File: src/rtl/approx_mul_arbiter.sv
// approx_mul_arbiter: round-robin share of one 8x8 approximate multiplier across NREQ requesters.
// Define EXACT_MUL_EN to replace the approximate product with the exact x*y.
module approx_mul_arbiter #(
  parameter int NREQ = 4,
  parameter int IDW  = $clog2(NREQ)
) (
  input  logic              clk,
  input  logic              rst_n,
  input  logic [NREQ-1:0]   req_valid,
  output logic [NREQ-1:0]   req_ready,
  input  logic [8*NREQ-1:0] req_x,
  input  logic [8*NREQ-1:0] req_y,
  output logic              rsp_valid,
  input  logic              rsp_ready,
  output logic [15:0]       rsp_z,
  output logic [IDW-1:0]    rsp_id,
  output logic [15:0]       ops_cnt
);
  logic [7:0]     r_x1, r_y1;
  logic [IDW-1:0] r_id1, r_ptr, w_gid;
  logic           r_v1, w_found, w_adv, w_s1_acc, w_xfer;
  logic [15:0]    w_z;

  assign w_adv    = !rsp_valid | rsp_ready;
  assign w_s1_acc = w_adv | !r_v1;

  // first valid requester at or above the pointer, wrapping modulo NREQ
  always_comb begin
    w_found = 1'b0;
    w_gid   = '0;
    for (int k = 0; k < NREQ; k++) begin
      if (!w_found && req_valid[(int'(r_ptr) + k) % NREQ]) begin
        w_found = 1'b1;
        w_gid   = IDW'((int'(r_ptr) + k) % NREQ);
      end
    end
  end

  assign req_ready = (w_found & w_s1_acc & rst_n) ? {{(NREQ-1){1'b0}}, 1'b1} << w_gid : '0;
  assign w_xfer    = |req_ready;

`ifdef EXACT_MUL_EN
  assign w_z = 16'(r_x1) * 16'(r_y1);
`else
  assign w_z = ((16'(r_y1) * 16'(r_x1[7:2])) << 2)
             + {7'd0, (r_x1[0] & r_y1[7]) | (r_x1[1] & r_y1[6]), 8'd0}
             + {7'd0, r_x1[1] & r_y1[7], 8'd0};
`endif

  always_ff @(posedge clk or negedge rst_n) begin
    if (!rst_n) begin
      r_x1      <= '0;
      r_y1      <= '0;
      r_id1     <= '0;
      r_v1      <= 1'b0;
      r_ptr     <= '0;
      rsp_valid <= 1'b0;
      rsp_z     <= '0;
      rsp_id    <= '0;
      ops_cnt   <= '0;
    end else begin
      if (w_xfer) begin
        r_x1  <= req_x[int'(w_gid)*8 +: 8];
        r_y1  <= req_y[int'(w_gid)*8 +: 8];
        r_id1 <= w_gid;
        r_ptr <= (int'(w_gid) == NREQ-1) ? '0 : w_gid + 1'b1;
      end
      r_v1 <= w_xfer | (r_v1 & !w_adv);
      if (w_adv) begin
        rsp_valid <= r_v1;
        rsp_z     <= w_z;
        rsp_id    <= r_id1;
      end
      if (rsp_valid & rsp_ready) ops_cnt <= ops_cnt + 16'd1;
    end
  end
endmodule

File: config.mk
export PLATFORM = sky130hd
export DESIGN_NAME = approx_mul_arbiter
export DESIGN_NICKNAME = d
export VERILOG_FILES = /design/src/rtl/approx_mul_arbiter.sv
export SDC_FILE = /design/constraint.sdc
export NUM_CORES = 1
export LEC_CHECK = 0
export ABC_AREA = 1
export CORE_UTILIZATION = 45
export DETAILED_ROUTE_END_ITERATION = 16
export PLACE_DENSITY = 0.82
export SETUP_SLACK_MARGIN = 0.3
export SYNTH_ARGS = -nofsm -noshare
export SYNTH_HDL_FRONTEND = slang
export SYNTH_SLANG_ARGS = --single-unit
File: constraint.sdc
create_clock -name clk -period 10.2 [get_ports clk]
set_input_delay 2.04 -clock clk [delete_from_list [all_inputs] [get_ports clk]]
set_output_delay 2.04 -clock clk [all_outputs]
set_load 0.005 [all_outputs]
## Yosys cells after proc, flatten, opt, wreduce, memory -nomap -nowiden

Index checks and enable logic that the tools add are counted.

- Register bits after elaboration: 56
- Bits in latches: 0
- RAM bits: 0
- Memory bits (read-only): 0
- Input bits: 71
- Output and inout port bits: 39
- Memories kept: 0

- Add/sub/neg operators: 7
- Multipliers: 1
- Div/mod/pow operators: 0
- Order comparisons: 4
- Equal/unequal tests: 1
- Shift operators: 3
- Mux-type cells: 21
- Bitwise logic cells: 14
- Reductions and logical operators: 13

Operators with widths:

| operator | number |
|---|---|
| variable part select 32 x 6 -> 8 bit | 2 |
| adder 16 x 9 -> 16 bit | 2 |
| adder 16 x 1 -> 16 bit, second input constant | 1 |
| multiplier 8 x 6 -> 14 bit | 1 |
| < comparator 3 x 4 -> 1 bit, second input constant | 3 |
| 2-to-1 mux 1 bit | 11 |
| 2-to-1 mux 2 bit | 5 |
| binary-select mux 1 bit (select 2 bit) | 4 |
| AND 1 bit | 7 |
| logical NOT 1 bit | 6 |
| OR reduction 2 bit | 3 |
| adder 2 x 1 -> 2 bit, second input constant | 2 |
| adder 2 bit, second input constant | 2 |
| 2-to-1 mux 4 bit | 1 |
| OR 1 bit | 4 |
| OR reduction 4 bit | 1 |
| << shifter 1 x 2 -> 4 bit, first input constant | 1 |
| AND 1 bit, first input constant | 3 |
| logical AND 1 bit | 3 |
| < comparator 2 x 3 -> 1 bit, second input constant | 1 |
| == test 2 x 1 -> 1 bit, second input constant | 1 |

## Longest topological paths before layout

- Depth after elaboration: 19
- Mapped depth: 24

## Worst setup path before layout

Ideal clock, no wire load.

- Path type: input-to-output
- Start: input port req_valid[3]
- End: output port req_ready[3]
- Data arrival time: 3346 ps
- Data required time: 8160 ps
- Slack: 4814 ps
- Stages: 13
- Path buffers: 1
- Cell sequence: inv_1 -> nand2_2 -> nand3_1 -> nand2_2 -> nor2_4 -> nand3_2 -> nand3_1 -> nand2_2 -> inv_4 -> buf_6 -> ha_1 -> inv_1 -> nor2_1

- Elaborated cells on any way between the ends: 29
- Classes of those cells: 1 x shift; 20 x mux; 2 x bitwise; 6 x reduce/logical

RTL lines:

| element | RTL line | source |
|---|---|---|
| start: declaration | 9 | `input logic [NREQ-1:0] req_valid,` |
| binary-select mux 1 bit (select 2 bit) | 32 | `if (!w_found && req_valid[(int'(r_ptr) + k) % NREQ]) begin` |
| 2-to-1 mux 1 bit (not written as such) | 32 |  |
| 2-to-1 mux 1 bit | 32 |  |
| logical NOT 1 bit | 32 |  |
| logical AND 1 bit | 32 |  |
| 2-to-1 mux 1 bit | 32 |  |
| logical NOT 1 bit | 32 |  |
| logical AND 1 bit | 32 |  |
| 2-to-1 mux 1 bit | 32 |  |
| logical NOT 1 bit | 32 |  |
| logical AND 1 bit | 32 |  |
| 2-to-1 mux 2 bit * | 32 |  |
| named net w_gid[1] | 20 | `logic [IDW-1:0] r_id1, r_ptr, w_gid;` |
| << shifter 1 x 2 -> 4 bit * | 39 | `assign req_ready = (w_found & w_s1_acc & rst_n) ? {{(NREQ-1){1'b0}}, 1'b1} << w_gid : '0;` |
| 2-to-1 mux 4 bit * | 39 |  |
| end: declaration | 10 | `output logic [NREQ-1:0] req_ready,` |

The timed path passes the listed nets; every way through them passes the cells marked *. The select of a mux whose other input is x is not followed.

## Final worst setup path

- Start: input port req_valid[2]
- End: output port req_ready[3]

- Cells in the longest elaborated chain, start to end: 15
- Elaborated cells on any way between the ends: 29
- Classes of those cells: 1 x shift; 20 x mux; 2 x bitwise; 6 x reduce/logical

RTL lines:

| element | RTL line |
|---|---|
| binary-select mux 1 bit (select 2 bit) | 32 |
| 2-to-1 mux 1 bit (not written as such) | 32 |
| 2-to-1 mux 1 bit | 32 |
| logical NOT 1 bit | 32 |
| logical AND 1 bit | 32 |
| 2-to-1 mux 1 bit | 32 |
| logical NOT 1 bit | 32 |
| logical AND 1 bit | 32 |
| 2-to-1 mux 1 bit | 32 |
| logical NOT 1 bit | 32 |
| logical AND 1 bit | 32 |
| 2-to-1 mux 1 bit | 32 |
| AND 1 bit (2 in series) | 39 |
| 2-to-1 mux 4 bit * | 39 |

Mark *: on every way between the ends. The rest lies on a longest branch, timed or not. The select of a mux whose other input is x is not followed.

==> flow_summary.toml <==
[timing]
tightest_slew_ns = 0.856
slew_headroom_pct = 42.8
hold_viol_final = 0
finalClockSkew_ns = 0.00499
timing.fmax_mhz = 139
setup_viol = 0
min_period_ns = 7.22
rsz0062_at_grt = "false"
setup_tns_ns = 0
drv_slew = 0
period_share_pct = 70.7
whs_ns = 0.480

[power_and_ir_drop]
power.density_nw_per_um2 = 348
swShare_pct = 54.7
power.internal_w = 0.000966
p_seq_share_pct = 19.6
total_power_w = 0.00213
clkPwrFrac_pct = 5.7
switchingPower_w = 0.00117
leakagePower_nw = 3.41
ir_drop_uv = 210
power_frac_comb_pct = 74.7

[layout]
drive_gt1_share_pct = 5.44
nets = 916
area_growth_pct = 23.3
nFillCells = 1002
final_cell_area_um2 = 6130
diodes = 0

[route]
via_per_inst = 4.80
ant_nets = 0
drtIter0Drc = 197
via_count = 4471
wirelength_um = 10600
wl_per_cell_um = 11.4
dr.pass1.iters = 9
drcViolationCount = 0

[logic_synthesis]
synthAdderAreaFrac_pct = 17.8
yosys-top-cells-area = "dfrtp_1 27%, nand2_1 20%, fa_1 10%, inv_1 8.2%, nand3_1 7.8%"
synthCells = 701
syn_area_um2 = 4970
synth_compound_area_share_pct = 3.32
synth_top_flop_cell = "dfrtp_1"
syn_avg_cell_area_um2 = 7.09
yosysMostFrequentCell = "nand2_1"
ys_seq_elements = 54
yosys-top-cells-count = "262 x nand2_1, 108 x inv_1, 77 x nand3_1, 54 x dfrtp_1, 29 x ha_1"
synth-edff-count = 0
synth_top_area_cell = "dfrtp_1"
yosysSeqAreaShare_pct = 27.2
synth_xor_area_share_pct = 3.17
synth.distinct_cells = 40
synth-simple-area-share_pct = 35.8
ys_warn_count = 0
synth_mux_area_share_pct = 0.227
async_flop_share_pct = 100
synth_top_family_by_area = "simple AND/OR/NAND/NOR gates"
synth_top_cell_area_share_pct = 27.2

[die]
num_rows = 38
die_h_um = 107
dieWidth_um = 107
start_util_pct = 46.1
core-area_um2 = 10800
die_area_um2 = 11500
ios = 110

[cts]
htree_levels = 2
cts.reportedPaths.clkPinSlew_ns = 0.10
post_cts_buffers = 0
hold_buffers = 0
ctsResizeCount = 0
cts_tree = "yes"
root_buffer = "clkbuf_8"
clockBufferDepth = 2
clk_latency_ns = 0.31
cts_buffers = 5
cts_sinks = 54

[setup_path]
critPathRequiredTime_ns = 8.16
critPathArrivalTime_ns = 5.18
critPathSlowestCell = "nand2_4"
critPathMaxFanout = 36
cp_top_family = "simple AND/OR/NAND/NOR gates"
cp_num_buf_inv = 5
end_kind = "output port"
path_cells = "clkdlybuf4s50_1 > inv_1 > nand2_1 > nand2_1 > nand2_1 > nand2_1 > a21oi_1 > nand2_1 > nand2_4 > clkinv_2 > ha_1 > inv_1 > nor2_1 > clkdlybuf4s50_1"
path_class = "in2out"
cp_common_cell = "nand2_1"
cp_slowest_stage_delay_ns = 0.54
crit_path_start_kind = "primary input"

[place]
routabilityCongestion = 0.868
place.port_buffers = 107
post_dp_cell_area_um2 = 6040
place_hpwl_um = 8610

[hold_path]
timing.hold.worst.class = "reg2reg"

[global_route]
grt-busiest-layer = "met2"
grt_pass1_wl_um = 18200
use_met1_pct = 25.9
grt_max_degree = 56
grt_use_met2_pct = 32.4
grt_pass1_vias = 4140
grt_use_total_pct = 19.5
gr-total-overflow = 0
antenna_found_initial = 0
use_met3_pct = 3.28

[job]
drv_cap = 0

[status]
status = "finished clean"
[cell families after synthesis]
logic type,count (synthesis)
AO/OA/AOI/OAI,27
XOR/XNOR,18
adder cells (fa/ha/maj),55
buffers and inverters,141
flip-flops,54
multiplexers,1
other,1
AND/OR/NAND/NOR,404
[power by group through the flow]
stage / clock network [W] / logic (W) / registers, W
2_1_floorplan: 0 / 0.00133 / 0.000364
3_3_place_gp: 0 / 0.00155 / 0.000416
3_5_place_dp: 0 / 0.00160 / 0.000419
4_1_cts: 0.000127 / 0.00161 / 0.000415
5_1_grt: 0.000133 / 0.00185 / 0.000430
6_report: 0.000122 / 0.00159 / 0.000417
[area by class of cell]
cell class | count | area (µm²) | area share [%]
Clock buffer | 5 | 68.8 | 1.12
Clock inverter | 3 | 18.8 | 0.306
Inverter | 113 | 430 | 7.02
Multi-Input combinational cell | 507 | 3000 | 49.0
Sequential cell | 54 | 1350 | 22.0
Tap cell | 140 | 175 | 2.86
Timing Repair Buffer | 109 | 1080 | 17.6
[path summary, 6_finish.rpt]
| kind | startpoint | end | slack [ns] | depth (start not counted) |
|---|---|---|---|---|
| max | req_valid[2] | req_ready[3] | 2.98 | 14 |
| min | ops_cnt[15] | ops_cnt[15] | 0.48 | 1 |
| max reg2reg | r_x1[4] | rsp_z[15] | 5.73 | 20 |
| min reg2reg | ops_cnt[15] | ops_cnt[15] | 0.48 | 1 |
| max in group asynchronous | rst_n | r_ptr[1] | 7.92 | 2 |
| min in group asynchronous | rst_n | rsp_z[13] | 1.82 | 2 |
[worst reg2reg max path: stages (launching register included)]
cell and delay, ns:
dfrtp_1 0.51, nand2_1 0.13, inv_1 0.06, fa_1 0.53, inv_1 0.05, fa_1 0.46
fa_1 0.54, inv_1 0.04, ha_1 0.37, nand2_1 0.12, nand3_1 0.12, xor2_1 0.18
fa_1 0.43, ha_1 0.20, ha_1 0.19, nand3_1 0.14, nor2_1 0.08, nand3_1 0.07
nand2_1 0.05, nand3_1 0.06, nand2_1 0.05
[flip-flops by register name, indices dropped and copies added (netlist names)]
| signal | count |
|---|---|
| r_id1 | 2 |
| r_ptr | 2 |
| r_v1 | 1 |
| r_x1 | 8 |
| rsp_valid | 1 |
| r_y1 | 8 |
| rsp_z | 14 |
| rsp_id | 2 |
| ops_cnt | 16 |
[cell usage in the layout (no fill, tap or decap), types with 3 or more instances in the layout]
cell	count
nor3_1	3
nand3_1	77
dfrtp_1	54
nor2_1	26
clkinv_2	3
clkdlybuf4s50_1	106
a21oi_1	6
nand2_1	262
xnor2_1	5
o21ai_1	3
o21ai_0	9
nand3_2	11
fa_1	26
xor2_1	13
nand3b_1	5
clkbuf_8	5
nand4_1	6
inv_1	108
nand2_2	7
ha_1	29
[through the flow]
stage	utilization, %	std cells	setup slack (ns)
after CTS	56.8	931	2.99
after detailed placement	56.0	923	2.99
after global placement	56.0	923	3.03
after floorplan	-	702	4.81
after global routing	56.8	931	2.73
final	56.8	931	2.98
[routing by layer]
metal / vias to the layer above / share of wire [%]
met2: 157 / 46
li1: 2325 / -
met1: 1975 / 47
met5: - / 0
met3: 14 / 5.6
met4: 0 / 1.8
(Power assumes the default switching activity.)
